**src/rtl/fp_fma_sat_if.sv**
```systemverilog
// fp_fma_sat_if: transaction bundle for the saturating fused multiply-add.
// The master drives operands and the acknowledge; the slave returns the result.
interface fp_fma_sat_if #(
    parameter int in_ibits  = 12,
    parameter int in_fbits  = 20,
    parameter int out_ibits = 12,
    parameter int out_fbits = 20,
    parameter int id_bits   = 8
);
    localparam int n = in_ibits + in_fbits;
    localparam int m = out_ibits + out_fbits;
    logic [n-1:0]       a;
    logic [n-1:0]       b;
    logic [2*n-1:0]     c;
    logic [1:0]         op;
    logic [id_bits-1:0] iid;
    logic               ivalid;
    logic               iready;
    logic [m-1:0]       r;
    logic               ovf;
    logic [id_bits-1:0] oid;
    logic               ovalid;
    logic               oacknowledge;
    modport master (output a, b, c, op, iid, ivalid, oacknowledge, input iready, r, ovf, oid, ovalid);
    modport slave (input a, b, c, op, iid, ivalid, oacknowledge, output iready, r, ovf, oid, ovalid);
endinterface

```
**src/rtl/fp_fma_sat.sv**
```systemverilog
// fp_fma_sat: stallable pipelined +-(a*b)+-c with rounding, saturation and id passthrough.
// One global advance enable moves every stage; the sum is formed once and then delayed.
module fp_fma_sat #(
    parameter int   in_ibits      = 12,
    parameter int   in_fbits      = 20,
    parameter int   out_ibits     = 12,
    parameter int   out_fbits     = 20,
    parameter int   id_bits       = 8,
    parameter int   latency       = 4,
    parameter logic round_nearest = 1'b1
) (
    input logic         clock,
    input logic         reset,
    fp_fma_sat_if.slave bus
);
    localparam int n   = in_ibits + in_fbits;
    localparam int n2  = 2 * n;
    localparam int m   = out_ibits + out_fbits;
    localparam int w   = n2 + 2;
    localparam int x   = w + m + 1;
    localparam int sh  = 2 * in_fbits - out_fbits;
    localparam int dly = latency - 2;
    localparam logic signed [w-1:0] rnd = (round_nearest && sh > 0) ? (w'(1) <<< (sh > 0 ? sh - 1 : 0)) : '0;
    localparam logic signed [x-1:0] qmax = (x'(1) <<< (m - 1)) - x'(1);
    localparam logic signed [x-1:0] qmin = -(x'(1) <<< (m - 1));

    logic                      advance;
    logic                      v1;
    logic signed [n-1:0]       a1;
    logic signed [n-1:0]       b1;
    logic signed [n2-1:0]      c1;
    logic [1:0]                op1;
    logic [id_bits-1:0]        id1;
    logic [dly-1:0]            vd;
    logic signed [w-1:0]       sd [dly];
    logic [id_bits-1:0]        idd [dly];
    logic signed [n2-1:0]      p;
    logic signed [w-1:0]       pw;
    logic signed [w-1:0]       cw;
    logic signed [w-1:0]       s;
    logic signed [w-1:0]       sr;
    logic signed [w-1:0]       q;
    logic signed [x-1:0]       qx;
    logic                      ovf_n;
    logic [m-1:0]              r_n;

    assign advance    = !bus.ovalid || bus.oacknowledge;
    assign bus.iready = reset && advance;
    assign p  = n2'(a1) * n2'(b1);
    assign pw = {{2{p[n2-1]}}, p};
    assign cw = {{2{c1[n2-1]}}, c1};
    assign s  = (op1[0] ? -pw : pw) + (op1[1] ? -cw : cw);
    // rounding and saturation are applied on the last delayed sum, just ahead of the output flops
    assign sr = sd[dly-1] + rnd;
    assign q  = sr >>> sh;
    assign qx = {{(x-w){q[w-1]}}, q};
    assign ovf_n = (qx > qmax) || (qx < qmin);
    assign r_n   = qx > qmax ? qmax[m-1:0] : qx < qmin ? qmin[m-1:0] : qx[m-1:0];

    always_ff @(posedge clock or negedge reset) begin
        if (!reset) begin
            v1         <= 1'b0;
            vd         <= '0;
            bus.ovalid <= 1'b0;
            bus.r      <= '0;
            bus.ovf    <= 1'b0;
            bus.oid    <= '0;
        end else if (advance) begin
            v1         <= bus.ivalid;
            vd[0]      <= v1;
            for (int k = 1; k < dly; k++) vd[k] <= vd[k-1];
            bus.ovalid <= vd[dly-1];
            bus.r      <= r_n;
            bus.ovf    <= ovf_n;
            bus.oid    <= idd[dly-1];
        end
    end

    always_ff @(posedge clock) begin
        if (advance) begin
            a1     <= bus.a;
            b1     <= bus.b;
            c1     <= bus.c;
            op1    <= bus.op;
            id1    <= bus.iid;
            sd[0]  <= s;
            idd[0] <= id1;
            for (int k = 1; k < dly; k++) begin
                sd[k]  <= sd[k-1];
                idd[k] <= idd[k-1];
            end
        end
    end
endmodule

```
**src/flat_wrapper.sv**
```systemverilog
// flat-port wrapper written by rule: the top's interface ports become plain ports
module fp_fma_sat_flat 
#(
    parameter int   in_ibits      = 12,
    parameter int   in_fbits      = 20,
    parameter int   out_ibits     = 12,
    parameter int   out_fbits     = 20,
    parameter int   id_bits       = 8,
    parameter int   latency       = 4,
    parameter logic round_nearest = 1'b1
)
  (clock, reset, bus_a, bus_b, bus_c, bus_op, bus_iid, bus_ivalid, bus_oacknowledge, bus_iready, bus_r, bus_ovf, bus_oid, bus_ovalid);
  fp_fma_sat_if #(.in_ibits(in_ibits), .in_fbits(in_fbits), .out_ibits(out_ibits), .out_fbits(out_fbits), .id_bits(id_bits)) bus_i ();
  input logic clock;
  input logic reset;
  input wire logic [$bits(bus_i.a)-1:0] bus_a;
  input wire logic [$bits(bus_i.b)-1:0] bus_b;
  input wire logic [$bits(bus_i.c)-1:0] bus_c;
  input wire logic [$bits(bus_i.op)-1:0] bus_op;
  input wire logic [$bits(bus_i.iid)-1:0] bus_iid;
  input wire logic [$bits(bus_i.ivalid)-1:0] bus_ivalid;
  input wire logic [$bits(bus_i.oacknowledge)-1:0] bus_oacknowledge;
  output wire logic [$bits(bus_i.iready)-1:0] bus_iready;
  output wire logic [$bits(bus_i.r)-1:0] bus_r;
  output wire logic [$bits(bus_i.ovf)-1:0] bus_ovf;
  output wire logic [$bits(bus_i.oid)-1:0] bus_oid;
  output wire logic [$bits(bus_i.ovalid)-1:0] bus_ovalid;
  assign bus_i.a = bus_a;
  assign bus_i.b = bus_b;
  assign bus_i.c = bus_c;
  assign bus_i.op = bus_op;
  assign bus_i.iid = bus_iid;
  assign bus_i.ivalid = bus_ivalid;
  assign bus_i.oacknowledge = bus_oacknowledge;
  assign bus_iready = bus_i.iready;
  assign bus_r = bus_i.r;
  assign bus_ovf = bus_i.ovf;
  assign bus_oid = bus_i.oid;
  assign bus_ovalid = bus_i.ovalid;
  fp_fma_sat #(.in_ibits(in_ibits), .in_fbits(in_fbits), .out_ibits(out_ibits), .out_fbits(out_fbits), .id_bits(id_bits), .latency(latency), .round_nearest(round_nearest)) u_core (.clock(clock), .reset(reset), .bus(bus_i));
endmodule
```
**config.mk**
```make
export PLATFORM = sky130hd
export DESIGN_NAME = fp_fma_sat_flat
export DESIGN_NICKNAME = d
export VERILOG_FILES = /design/src/rtl/fp_fma_sat_if.sv /design/src/rtl/fp_fma_sat.sv /design/src/flat_wrapper.sv
export SDC_FILE = /design/constraint.sdc
export NUM_CORES = 2
export LEC_CHECK = 0
export CORE_MARGIN = 2
export CORE_UTILIZATION = 30
export DETAILED_ROUTE_END_ITERATION = 10
export PLACE_DENSITY_LB_ADDON = 0.1
export SYNTH_ARGS = -nofsm -noshare
export SYNTH_HDL_FRONTEND = slang
export SYNTH_SLANG_ARGS = --single-unit
export TNS_END_PERCENT = 10
```
**constraint.sdc**
```tcl
create_clock -name clock -period 26.3 [get_ports clock]
set_input_delay 5.26 -clock clock [delete_from_list [all_inputs] [get_ports clock]]
set_output_delay 5.26 -clock clock [all_outputs]
set_load 0.02 [all_outputs]
```
-- Word level (Yosys, flattened, before mapping)
Memory sizes are Yosys's and may differ from the RTL's. A register that Yosys moved wholly into a read port is not among the register bits.
Cells that the tools add are included.
- add/subtract/negate cells: 4
- magnitude comparators: 2
- reductions and logical operators: 5
- $mul: 1
- mux-type cells: 6
- operators with widths (kind ; count):
    66-bit two-way mux ; 2
    64-bit negator with 66-bit output ; 2
    66-bit by 21-bit adder with 66-bit output, second input constant ; 1
    66-bit adder ; 1
    32-bit by 32-bit multiplier with 64-bit output ; 1
    32-bit two-way mux ; 2
    46-bit by 32-bit > comparator with 1-bit output, second input constant ; 1
    46-bit by 32-bit less-than comparator with 1-bit output, second input constant ; 1
    1-bit zero test ; 2
    1-bit logical OR ; 2
    1-bit two-way mux ; 2
    1-bit logical AND ; 1
- output and inout port bits: 43
- memories: 2
- flip-flop bits (word level): 175
- input port bits: 142
- word-level logic and storage cells: 30
- RAM bits: 148
- memories (memory ; words ; bits a word ; read ports ; clocked after Yosys merged registers in ; write ports ; line ; text):
    u_core.sd ; 2 ; 66 ; 2 ; 0 ; 2 ; fp_fma_sat.sv:35 ; logic signed [w-1:0] sd [dly];
    u_core.idd ; 2 ; 8 ; 2 ; 1 ; 2 ; fp_fma_sat.sv:36 ; logic [id_bits-1:0] idd [dly];

-- Longest topological paths before layout
- depth after elaboration: 4
- mapped depth: 45
- depth with buffers taken out: 42

-- Least setup slack after synthesis
Ideal clock, no wire load.
- path kind: in2reg
- from: input bus_oacknowledge
- to: register u_core.a1[0] (enable)
- buffers on the path: 2
- required time: 25.591 ns
- stages: 4
- arrival time: 12.442 ns
- setup slack: 13.149 ns
- setup time: 0.709 ns
- cells stage by stage: nor2b_1 -> clkbuf_1 -> inv_2 -> clkbuf_1
- cells in the longest elaborated chain, start to end: 1
- RTL lines (what ; line ; text):
    from (decl) ; flat_wrapper.sv:22 ; input wire logic [$bits(bus_i.oacknowledge)-1:0] bus_oacknowledge;
    1-bit logical OR ; fp_fma_sat.sv:47 ; assign advance = !bus.ovalid || bus.oacknowledge;
    to (signal assigned) ; fp_fma_sat.sv:81 ; a1 <= bus.a;
    to (decl) ; fp_fma_sat.sv:29 ; logic signed [n-1:0] a1;
Every way passes these cells.
A chain may end at the register's enable or synchronous reset.

==> results by group <==
Status
  – Outcome: complete, no violations

Setup path
  – Worst path most repeated cell: fa_1
  – Critical path class: flip-flop to flip-flop
  – Maximum fanout along the worst path: 32
  – CP peak stage delay: 1.00 ns
  – Critical path data required time: 26.71 ns
  – CP max stage cell: a21oi_1
  – CP Data Arrival Time: 13.16 ns
  – Crit end category: flip-flop
  – CP Launch Type: flip-flop

Logic synthesis
  – Main synth FF type: edfxtp_1
  – Post-synthesis cell type count: 89
  – Post-synth ARST share: 15.4%
  – Syn Inst Count: 5454
  – Yosys reg bits: 293
  – Mean Syn Cell Area: 9.69 µm²
  – Synthesized Nets: 6929
  – Synth Cell Area: 52900 µm²
  – Main area contributors after synthesis: fa_1 41%, edfxtp_1 14%, inv_1 7.2%
  – Total number of yosys warnings: 0
  – Post-synth top area cell: fa_1
  – Synth top area share: 41.0%
  – Sequential area share after synthesis: 16.2%
  – Post-synth EDFFs: 248

Job
  – Max-cap violations: 0

Clocking
  – CTS resizes: 0
  – Clock Tree Buf Depth: 3
  – H-Tree Level Count: 2
  – Hold Buf Count CTS: 0
  – Clk Latency, worst-skew pair: 0.69 ns
  – CTS sink count: 293
  – Setup Fix Bufs, Post-CTS: 0
  – CTS buffer count: 43
  – CTS tree: built
  – Clk pin slew, worst setup/hold paths: 0.07 ns
  – Root Driver: clkbuf_16

Placed design
  – Pre-CTS setup slack: 13.12 ns
  – Placer congestion estimate: 0.833
  – Hpwl dp: 126 mm
  – Dpl cells: 7798
  – I/O Buffers: 184

Global routing
  – GRT Util Overall: 18.2%
  – Met1 usage: 22.9%
  – GR peak layer: met2
  – Vias in the first global route: 40600
  – Met2 usage: 33.3%
  – Initial antenna violation count: 0
  – Met3 GRT Util: 1.72%
  – Largest net degree at the start of global routing: 82
  – Overflow after GRT: 0
  – Global-route wire length before repair: 249 mm

Timing
  – Max Clock Skew: 0.0751 ns
  – Final slew viol count: 0
  – Final period util: 48.5%
  – Final setup violation count: 0
  – FMAX: 78.4 MHz
  – Min Tclk post-route: 12.75 ns
  – Slew @ Worst Pin: 1.27 ns
  – Sum Neg Setup Slack: 0 ns
  – Final worst slack: 13.55 ns
  – Fin. Hold Viols: 0
  – Slew HR: 15.2%
  – Unrepaired setup endpoints after global routing: false

Floorplanning
  – Die ar.: 180000 µm²
  – Num rows: 154
  – Chip height: 424 µm
  – Initial Utilization: 30.1%
  – Core box area: 176000 µm²
  – Io pins: 185
  – Die Span X: 424 µm

Finish
  – Area grow syn2layout: 11.0%
  – Most frequent cells in the layout: 1082 x fa_1, 1020 x inv_1, 701 x nand2_1
  – Layout cells sized above 1: 3.67%
  – Fill count: 18200
  – Post-Layout Cell Count: 7881
  – Most common cell after layout, fill and taps aside: fa_1
  – Layout Nets: 6979
  – Sequential Area: 8570 µm²
  – Multi-input gate area: 39500 µm²

Drt
  – Post-route DRC: 0
  – Initial DRC Count: 1958
  – Drt first pass iters: 6
  – Routed len/inst: 20.3 µm
  – Total wire length: 160 mm
  – Routed vias: 37400
  – DR vias/cell: 4.74
  – Antenna-violating nets left: 0

Hold path
  – Type of the tightest min-delay check: flip-flop to flip-flop
==> per-stage QoR <==
stage	instance area (µm²)	hold WS, ns	util, %
2_1_floorplan	52900	0.400	-
3_3_place_gp	57200	0.401	32.6
3_5_place_dp	57200	0.405	32.6
4_1_cts	58700	0.347	33.4
5_1_grt	58700	0.368	33.4
6_report	58700	0.367	33.4
==> worst paths after layout <==
check,end,cells past startpoint,from,slack [ns]
hold reg to reg,u_core.sd[0][86],0,u_core.sd[0][20],0.37
setup / recovery,u_core.sd[0][65],41,u_core.a1[13],13.55
min in group asynchronous,u_core.bus.r[18],2,reset,4.71
setup reg to reg,u_core.sd[0][65],41,u_core.a1[13],13.55
hold / removal,u_core.sd[0][86],0,u_core.sd[0][20],0.37
max in group asynchronous,u_core.bus.r[19],2,reset,21.15
==> cells in the mapped netlist (28+ instances only) <==
| cell type | count |
|---|---|
| o211ai_1 | 28 |
| nand2_1 | 701 |
| a21o_1 | 57 |
| clkbuf_1 | 246 |
| xnor2_1 | 192 |
| xor2_1 | 56 |
| o21ai_0 | 143 |
| nor3_1 | 46 |
| inv_1 | 1020 |
| a21oi_1 | 164 |
| dfrtp_1 | 45 |
| nor2_1 | 139 |
| fa_1 | 1082 |
| ha_1 | 251 |
| or3_1 | 30 |
| nand3_1 | 50 |
| o31ai_1 | 34 |
| nand4_1 | 32 |
| edfxtp_1 | 248 |
| and2_1 | 509 |
| nand2b_1 | 33 |
==> kinds of logic (layout without fill, tap and decap cells) <==
family | count (synthesis) | count (layout) | share of synthesized area, %
simple gates | 1667 | 1667 | 15.8
other cells | 0 | 4 | 0
mux | 10 | 10 | 0.199
flops | 293 | 293 | 16.2
fa+ha+maj | 1333 | 1333 | 46.9
buf+inv | 1280 | 1363 | 9.12
compound gates | 622 | 622 | 7.63
xor+xnor | 249 | 249 | 4.15
==> cell type report <==
| cell class | count | share of cell area (%) |
|---|---|---|
| multi-input cells | 3881 | 67.3 |
| clock buffers | 55 | 2.03 |
| clock inverters | 23 | 0.403 |
| well taps | 2340 | 4.99 |
| flip-flops and latches | 293 | 14.6 |
| diodes | 4 | 0.0171 |
| inverters | 1021 | 6.54 |
| repair buffers | 264 | 4.15 |
==> per-layer routing <==
layer,vias to the layer above,wire length [µm]
li1,17100,-
met1,19600,67200
met2,520,84700
met3,132,4450
met4,0,3900
met5,-,0
==> registers in the layout, summed over array words and instances (netlist names), 2 cells and up <==
name / flops
u_core.bus.r: 32
u_core.vd: 2
u_core.c1: 64
u_core.id1: 8
u_core.op1: 2
u_core.a1: 32
u_core.bus.oid: 8
u_core.sd: 94
u_core.idd: 16
u_core.b1: 32
==> critical path: cells and delay by family, from the launching register on <==
family                     cells  cell delay, ns
AOI/OAI and AO/OA             10            3.25
xor gates and xnor gates       2            0.49
adders and majority gates     10            4.78
buffers and inverters          8            1.08
DFF                            1            0.33
and+or+nand+nor               11            2.52
Power is left out: the tool's default activity adds up to more than one toggle a clock period on the data nets, which glitch-free logic cannot reach.
